<file path="src/rtl/polar_clip_mul_pkg.sv">
// Shared constants, defaults and result record for the polar-clip shared multiplier.
package polar_clip_mul_pkg;

   localparam int OP_W        = 16;
   localparam int PROD_W      = 32;
   localparam int DEF_NUM_REQ = 4;
   localparam int DEF_ID_W    = 2;
   localparam int DEF_MUL_LAT = 3;

   typedef struct packed {
      logic                valid;
      logic [DEF_ID_W-1:0] id;
      logic [PROD_W-1:0]   data;
   } mul_res_t;

   // Round-robin successor of idx among n requesters.
   function automatic int rr_next(input int idx, input int n);
      return (idx + 1 >= n) ? 0 : idx + 1;
   endfunction

endpackage

</file>
<file path="src/rtl/polar_clip_mul_if.sv">
// Requester operand bus and tagged result stream of the shared multiplier.
interface polar_clip_mul_if
   import polar_clip_mul_pkg::*;
#(
   parameter int NUM_REQ = DEF_NUM_REQ,
   parameter int ID_W    = DEF_ID_W
);

   logic [NUM_REQ-1:0]      req_valid;
   logic [NUM_REQ-1:0]      req_ready;
   logic [NUM_REQ*OP_W-1:0] req_a;
   logic [NUM_REQ*OP_W-1:0] req_b;
   logic                    res_valid;
   logic                    res_ready;
   logic [PROD_W-1:0]       res_data;
   logic [ID_W-1:0]         res_id;

   modport slave (
      input  req_valid, req_a, req_b, res_ready,
      output req_ready, res_valid, res_data, res_id
   );

   modport master (
      output req_valid, req_a, req_b, res_ready,
      input  req_ready, res_valid, res_data, res_id
   );

endinterface

</file>
<file path="src/rtl/polar_clip_mul_pipe.sv">
// Signed 16x16 multiplier with MUL_LAT clock-enabled register stages (input, product, output).
module polar_clip_mul_pipe
   import polar_clip_mul_pkg::*;
#(
   parameter int MUL_LAT = DEF_MUL_LAT
) (
   input  logic                     clk,
   input  logic                     ce,
   input  logic signed [OP_W-1:0]   a,
   input  logic signed [OP_W-1:0]   b,
   output logic signed [PROD_W-1:0] p
);

   logic signed [OP_W-1:0]   a_reg;
   logic signed [OP_W-1:0]   b_reg;
   logic signed [PROD_W-1:0] stage_reg [MUL_LAT-1];

   // No reset on the datapath so the registers fold into the DSP slice.
   always_ff @(posedge clk) begin
      if (ce) begin
         a_reg        <= a;
         b_reg        <= b;
         stage_reg[0] <= PROD_W'(a_reg) * PROD_W'(b_reg);
         for (int s = 1; s < MUL_LAT - 1; s++) begin
            stage_reg[s] <= stage_reg[s-1];
         end
      end
   end

   assign p = stage_reg[MUL_LAT-2];

endmodule

</file>
<file path="src/rtl/polar_clip_mul_arb.sv">
// Round-robin arbiter sharing one pipelined signed multiplier among NUM_REQ requesters.
module polar_clip_mul_arb
   import polar_clip_mul_pkg::*;
#(
   parameter int NUM_REQ = DEF_NUM_REQ,
   parameter int ID_W    = DEF_ID_W,
   parameter int MUL_LAT = DEF_MUL_LAT
) (
   input  logic             clk,
   input  logic             reset,
   polar_clip_mul_if.slave  bus,
   output logic             busy
);

   logic [ID_W-1:0]          ptr_reg;
   logic [ID_W-1:0]          ptr_next;
   logic [MUL_LAT-1:0]       vld_reg;
   logic [MUL_LAT-1:0]       vld_next;
   logic [ID_W-1:0]          id_reg [MUL_LAT];

   logic                     ce;
   logic                     issue;
   logic                     grant_any;
   logic [NUM_REQ-1:0]       grant;
   logic [ID_W-1:0]          grant_idx;
   logic [ID_W-1:0]          cand;

   logic signed [OP_W-1:0]   op_a [NUM_REQ];
   logic signed [OP_W-1:0]   op_b [NUM_REQ];
   logic signed [OP_W-1:0]   mux_a;
   logic signed [OP_W-1:0]   mux_b;
   logic signed [PROD_W-1:0] prod;

   generate
      for (genvar gi = 0; gi < NUM_REQ; gi++) begin : g_unpack
         assign op_a[gi] = bus.req_a[OP_W*gi +: OP_W];
         assign op_b[gi] = bus.req_b[OP_W*gi +: OP_W];
      end
   endgenerate

   // A presented result that is not taken freezes everything, arbiter included.
   assign ce = !vld_reg[MUL_LAT-1] || bus.res_ready;

   always_comb begin
      grant     = '0;
      grant_any = 1'b0;
      grant_idx = '0;
      cand      = '0;
      for (int k = 0; k < NUM_REQ; k++) begin
         cand = ID_W'((int'(ptr_reg) + k) % NUM_REQ);
         if (!grant_any && bus.req_valid[cand]) begin
            grant_any   = 1'b1;
            grant_idx   = cand;
            grant[cand] = 1'b1;
         end
      end
   end

   assign issue         = ce && grant_any;
   assign bus.req_ready = ce ? grant : '0;
   assign mux_a         = op_a[grant_idx];
   assign mux_b         = op_b[grant_idx];

   always_comb begin
      ptr_next = ptr_reg;
      vld_next = vld_reg;
      if (issue) begin
         ptr_next = ID_W'(rr_next(int'(grant_idx), NUM_REQ));
      end
      if (ce) begin
         vld_next = {vld_reg[MUL_LAT-2:0], issue};
      end
   end

   always_ff @(posedge clk) begin
      if (reset) begin
         ptr_reg <= '0;
         vld_reg <= '0;
      end else begin
         ptr_reg <= ptr_next;
         vld_reg <= vld_next;
      end
   end

   // Tags travel alongside the multiplier stages; bubbles carry a stale id with valid low.
   always_ff @(posedge clk) begin
      if (ce) begin
         id_reg[0] <= grant_idx;
         for (int s = 1; s < MUL_LAT; s++) begin
            id_reg[s] <= id_reg[s-1];
         end
      end
   end

   polar_clip_mul_pipe #(
      .MUL_LAT (MUL_LAT)
   ) u_pipe (
      .clk (clk),
      .ce  (ce),
      .a   (mux_a),
      .b   (mux_b),
      .p   (prod)
   );

   assign bus.res_valid = vld_reg[MUL_LAT-1];
   assign bus.res_id    = id_reg[MUL_LAT-1];
   assign bus.res_data  = prod;
   assign busy          = |vld_reg;

endmodule

</file>
<file path="src/flat_wrapper.sv">
// flat-port wrapper written by rule: the top's interface ports become plain ports
module polar_clip_mul_arb_flat import polar_clip_mul_pkg::*;
#(
   parameter int NUM_REQ = DEF_NUM_REQ,
   parameter int ID_W    = DEF_ID_W,
   parameter int MUL_LAT = DEF_MUL_LAT
)
  (clk, reset, busy, bus_req_valid, bus_req_a, bus_req_b, bus_res_ready, bus_req_ready, bus_res_valid, bus_res_data, bus_res_id);
  polar_clip_mul_if #(.NUM_REQ(NUM_REQ), .ID_W(ID_W)) bus_i ();
  input  logic clk;
  input  logic reset;
  output logic busy;
  input wire logic [$bits(bus_i.req_valid)-1:0] bus_req_valid;
  input wire logic [$bits(bus_i.req_a)-1:0] bus_req_a;
  input wire logic [$bits(bus_i.req_b)-1:0] bus_req_b;
  input wire logic [$bits(bus_i.res_ready)-1:0] bus_res_ready;
  output wire logic [$bits(bus_i.req_ready)-1:0] bus_req_ready;
  output wire logic [$bits(bus_i.res_valid)-1:0] bus_res_valid;
  output wire logic [$bits(bus_i.res_data)-1:0] bus_res_data;
  output wire logic [$bits(bus_i.res_id)-1:0] bus_res_id;
  assign bus_i.req_valid = bus_req_valid;
  assign bus_i.req_a = bus_req_a;
  assign bus_i.req_b = bus_req_b;
  assign bus_i.res_ready = bus_res_ready;
  assign bus_req_ready = bus_i.req_ready;
  assign bus_res_valid = bus_i.res_valid;
  assign bus_res_data = bus_i.res_data;
  assign bus_res_id = bus_i.res_id;
  polar_clip_mul_arb #(.NUM_REQ(NUM_REQ), .ID_W(ID_W), .MUL_LAT(MUL_LAT)) u_core (.clk(clk), .reset(reset), .bus(bus_i), .busy(busy));
endmodule
</file>
<file path="config.mk">
export PLATFORM = sky130hd
export DESIGN_NAME = polar_clip_mul_arb_flat
export DESIGN_NICKNAME = d
export VERILOG_FILES = /design/src/rtl/polar_clip_mul_pkg.sv /design/src/rtl/polar_clip_mul_if.sv /design/src/rtl/polar_clip_mul_pipe.sv /design/src/rtl/polar_clip_mul_arb.sv /design/src/flat_wrapper.sv
export SDC_FILE = /design/constraint.sdc
export NUM_CORES = 1
export LEC_CHECK = 0
export CORE_MARGIN = 3
export CORE_UTILIZATION = 45
export CTS_BUF_LIST = sky130_fd_sc_hd__clkbuf_2
export CTS_CLUSTER_SIZE = 16
export DETAILED_ROUTE_END_ITERATION = 12
export PLACE_DENSITY = 0.66
export SYNTH_ARGS = -nofsm -noshare
export SYNTH_HDL_FRONTEND = slang
export SYNTH_HIERARCHICAL = 1
export SYNTH_SLANG_ARGS = --single-unit
</file>
<file path="constraint.sdc">
create_clock -name clk -period 7.5 [get_ports clk]
set_clock_uncertainty 0.05 [all_clocks]
set_input_delay 1.5 -clock clk [delete_from_list [all_inputs] [get_ports clk]]
set_output_delay 1.5 -clock clk [all_outputs]
set_load 0.01 [all_outputs]
</file>
# --- After elaboration in Yosys (flattened, before gate mapping) ---
# Memory sizes are Yosys's and may differ from the RTL's.
# Index checks and enable logic that the tools add are counted.
word_totals:
  register_bits: 37
  ram_bits: 70
  output_inout_bits: 40
  n_memories: 2
memory_table:
  columns: ["memory", "depth", "word_bits", "read_ports", "rd_ports_with_merged_regs", "write_ports", "line", "text"]
  rows:
  - ["u_core.u_pipe.stage_reg", 2, 32, 2, 0, 2, "polar_clip_mul_pipe.sv:16", "logic signed [PROD_W-1:0] stage_reg [MUL_LAT-1];"]
  - ["u_core.id_reg", 3, 2, 3, 0, 3, "polar_clip_mul_arb.sv:19", "logic [ID_W-1:0] id_reg [MUL_LAT];"]
classes:
  addsub: 4
  multipliers: 1
  order_cmp: 10
  mux: 38
  bitwise_logic: 4
  reduce_logical: 14
ops:
  columns: ["operator", "count"]
  rows:
  - ["$bmux W16 S2", 2]
  - ["$mux W16", 4]
  - ["$mul A16 B16 Y32", 1]
  - ["$mux W4", 5]
  - ["$mux W1", 14]
  - ["$lt A2 B3 Y1 const B", 4]
  - ["$or A4 B4 Y4", 3]
  - ["$mux W2", 5]
  - ["$bmux W1 S2", 4]
  - ["$demux W1 S2", 4]
  - ["$ge A2 B1 Y1 const B", 4]
  - ["$logic_and A1 B1 Y1", 8]
  - ["$ge A3 B3 Y1 const B", 2]
  - ["$add A2 B2 Y2 const B", 2]
  - ["$logic_not A1 Y1", 4]
  - ["$add A2 B1 Y3 const B", 1]
  - ["$not A2 Y3", 1]
  - ["$reduce_or A3 Y1", 1]
  - ["$add A2 B1 Y2 const B", 1]
  - ["$logic_or A1 B1 Y1", 1]

# --- Logic depth before layout (Yosys ltp) ---
logic_depth:
  word_depth: 16
  ltp_mapped: 21
  depth_no_buf: 19

# --- Cells and area by module ---
# The synthesis kept the hierarchy.
by_module_without_submodules:
  columns: ["mod", "n_inst", "cells_each", "area_per_inst_um2", "seq_area_each_um2"]
  rows:
  - ["polar_clip_mul_pipe", 1, 1218, 13097.6, 2882.8]
  - ["polar_clip_mul_arb", 1, 272, 1819.2, 280.3]

# --- Worst setup path before layout ---
# No wires, ideal clock.
synth_path:
  path_kind: "flip-flop to flip-flop"
  startpoint: "register u_core.u_pipe.a_reg[15]"
  endpoint: "memory u_core.u_pipe.stage_reg[0][30] (data pin)"
  setup_time_ps: 259
  t_arrival_ps: 5555
  t_required_ps: 7191
  slack_ps: 1636
  stages_incl_launch_ff: 18
  path_buffers: 2
  path_cell_list: "edfxtp_1 > clkbuf_1 > nand2_1 > inv_1 > fa_1 > fa_1 > fa_1 > fa_1 > fa_1 > inv_1 > fa_1 > inv_1 > ha_1 > clkbuf_1 > a21o_2 > a221oi_2 > o221ai_2 > a211o_1"
synth_rtl:
  columns: ["element", "line", "text"]
  rows:
  - ["from (decl)", "polar_clip_mul_pipe.sv:14", "logic signed [OP_W-1:0] a_reg;"]
  - ["from (signal assigned)", "polar_clip_mul_pipe.sv:21", "a_reg <= a;"]
  - ["to (decl)", "polar_clip_mul_pipe.sv:16", null]

==> metrics.cfg <==
[logic_synthesis]
synth_flop_cell=edfxtp_1
synthesis.instances=1490
yosys-top-cells-area=fa_1 (35%), edfxtp_1 (21%), ha_1 (7.5%)
synth-edff-count=102
yosysSeqAreaShare_pct=21.2
ys_warn_count=6
syn_area_per_cell_um2=10.0
synth_area_mm2=0.0149
synth_top_area_share_pct=35.2
synth_seq_cells=107
ys_types=67
yosysTopAreaCell=fa_1
synthesis.nets=1977
async_flop_share_pct=0

[cts]
cts_resized=0
ctsHoldBuffers=0
cts.clk_slew.worst_paths_ns=0.35
ctsHtreeMaxLevel=3
clock_sinks=107
clockBufferDepth=2
cts_root_buf=clkbuf_2
insertion_delay_ns=0.68
cts_tree=built
numCtsBuffers=9
cts_setup_buffers=0

[place]
gp_congestion=0.894
hpwl_um=27300
io_buffers=174

[min_path]
min_path_cells=0
hold_path.class=reg -> reg
min-delay-start=u_core/id_reg[0][3]
min_to=u_core/id_reg[0][5]

[route]
drc_errors=0
drtAntennaViolNets=0
via_per_inst=5.10
routed_wl_um=33900
first_iter_violations=633
firstDrtPassIters=7
routed-via-count=10400
wire_per_inst_um=16.7

[run_status]
status=complete, no violations

[global_routing]
overflow=0
grt_pass1_vias=11400
grt_usage_pct=20.1
antenna_found_initial=1
grt_pass1_wl_um=56900
grt_max_degree=67

[final_layout]
mostFrequentLayoutCells=inv_1 (296), fa_1 (262), nand2_1 (226)
nFillCells=2944
largest_register_ffs=64
seqCellArea_mm2=0.00316
layout.cells.most_common=inv_1
nets=2074
multi_input_area_mm2=0.0101
drive_gt1_share_pct=3.27
synthToLayoutAreaGrowth_pct=12.9

[floorplan]
die-area_mm2=0.0354
io-pin-count=175
core_area_mm2=0.0326
initial_utilization_pct=45.7
fp.dieW_um=188
row_count=66
dieHeight_um=188

[sta]
worst_slew_pin_slew_ns=1.06
finalHoldViolCount=0
worst_slew_margin_rel_pct=29.1
max_freq_mhz=154
finalCritPeriodShare_pct=86.4
timing.final.max_slew_violations=0
setup_viol=0
rsz0062_at_grt=no
setup-tns-final_ns=0
fin_crit_ns=6.48

[critical_path]
crit_arrival_ns=6.91
worstSetupEndpointType=flip-flop
cp.required_ns=7.93
r2r-start=u_core/u_pipe/b_reg[1]
rr_endpoint=u_core/u_pipe/stage_reg[0][29]
r2r_setup_slack_ns=1.02
crit_path_max_fanout=16
crit_type=reg -> reg
rr_worst_depth=17
startpoint_type=flip-flop

[flow_run]
max_cap_violations=0

==> cells in the mapped netlist, types with 3 or more instances <==
| master | instances |
|---|---|
| a22oi_1 | 4 |
| nand3_1 | 7 |
| clkbuf_1 | 34 |
| dfxtp_1 | 5 |
| xor2_1 | 7 |
| a31oi_1 | 4 |
| o21ai_0 | 10 |
| fa_1 | 262 |
| nor3_1 | 6 |
| or3_1 | 4 |
| xnor2_1 | 31 |
| a211oi_1 | 3 |
| a21o_1 | 10 |
| a221oi_1 | 4 |
| inv_1 | 297 |
| o21bai_1 | 6 |
| nor2_1 | 40 |
| nand2b_1 | 10 |
| buf_2 | 15 |
| a32oi_1 | 32 |
| mux4_2 | 3 |
| and2_1 | 123 |
| ha_1 | 90 |
| buf_4 | 40 |
| nand2_1 | 226 |
| edfxtp_1 | 102 |
| buf_6 | 5 |
| a21oi_1 | 58 |
| o211ai_1 | 3 |
==> how the worst max path moves through the flow <==
stage	slack (ns)	to	startpoint
2_1_floorplan	1.64	u_core/u_pipe/stage_reg[0][30]	u_core/u_pipe/a_reg[15]
3_3_place_gp	1.13	u_core/u_pipe/stage_reg[0][29]	u_core/u_pipe/a_reg[15]
3_5_place_dp	1.08	u_core/u_pipe/stage_reg[0][29]	u_core/u_pipe/b_reg[1]
4_1_cts	1.03	u_core/u_pipe/stage_reg[0][29]	u_core/u_pipe/b_reg[1]
5_1_grt	0.50	u_core/u_pipe/stage_reg[0][29]	u_core/u_pipe/a_reg[15]
6_report	1.02	u_core/u_pipe/stage_reg[0][29]	u_core/u_pipe/b_reg[1]
==> worst max-delay path, stage by stage, from the launching register on <==
cell and delay (ns):
edfxtp_1 0.81, nand2_1 0.19, inv_1 0.18, fa_1 0.55, fa_1 0.83, fa_1 0.51
fa_1 0.50, fa_1 0.50, inv_1 0.05, fa_1 0.48, inv_1 0.04, ha_1 0.42
o21ai_0 0.13, nor2_1 0.22, nor3_1 0.09, a21oi_1 0.37, a41oi_1 0.20, xnor2_1 0.15
==> cell families after synthesis <==
family | count (synthesis) | synth area share, %
and+or+nand+nor | 428 | 13.5
DFF | 107 | 21.2
adders and majority gates | 352 | 42.7
xor gates and xnor gates | 38 | 2.23
AOI/OAI and AO/OA | 165 | 8.35
buffers and inverters | 394 | 11.3
muxes | 6 | 0.663
==> area by class of cell <==
| class | instances | area share, % |
|---|---|---|
| Multi-Input combinational cell | 989 | 59.8 |
| Sequential cell | 107 | 18.8 |
| Timing Repair Buffer | 182 | 10.7 |
| Inverter | 298 | 6.66 |
| Tap cell | 442 | 3.28 |
| Clock inverter | 7 | 0.461 |
| Clock buffer | 9 | 0.267 |
| Antenna cell | 1 | 0.0149 |
==> routing by layer <==
| layer | wire, µm | up-vias | track usage [%] |
|---|---|---|---|
| met2 | 17200 | 340 | 35.6 |
| met3 | 1940 | 60 | 3.03 |
| met1 | 13700 | 5177 | 25.1 |
| met5 | 0 | - | 0 |
| li1 | - | 4809 | - |
| met4 | 1100 | 0 | 7.50 |
==> per-stage QoR <==
| step | utilization (%) | setup WS [ns] | cells | hold WS [ns] | cell area [µm²] |
|---|---|---|---|---|---|
| floorplan | - | 1.64 | 1490 | 0.350 | 14900 |
| global placement | 51.2 | 1.13 | 2018 | 0.351 | 16700 |
| detailed placement | 51.2 | 1.08 | 2018 | 0.355 | 16700 |
| CTS | 51.6 | 1.03 | 2034 | 0.397 | 16800 |
| global route | 51.6 | 0.496 | 2035 | 0.400 | 16800 |
| finish | 51.6 | 1.02 | 2035 | 0.390 | 16800 |
Power is not shown: default switching activity piles up to over one toggle a cycle in this logic, so the estimate is an artifact.
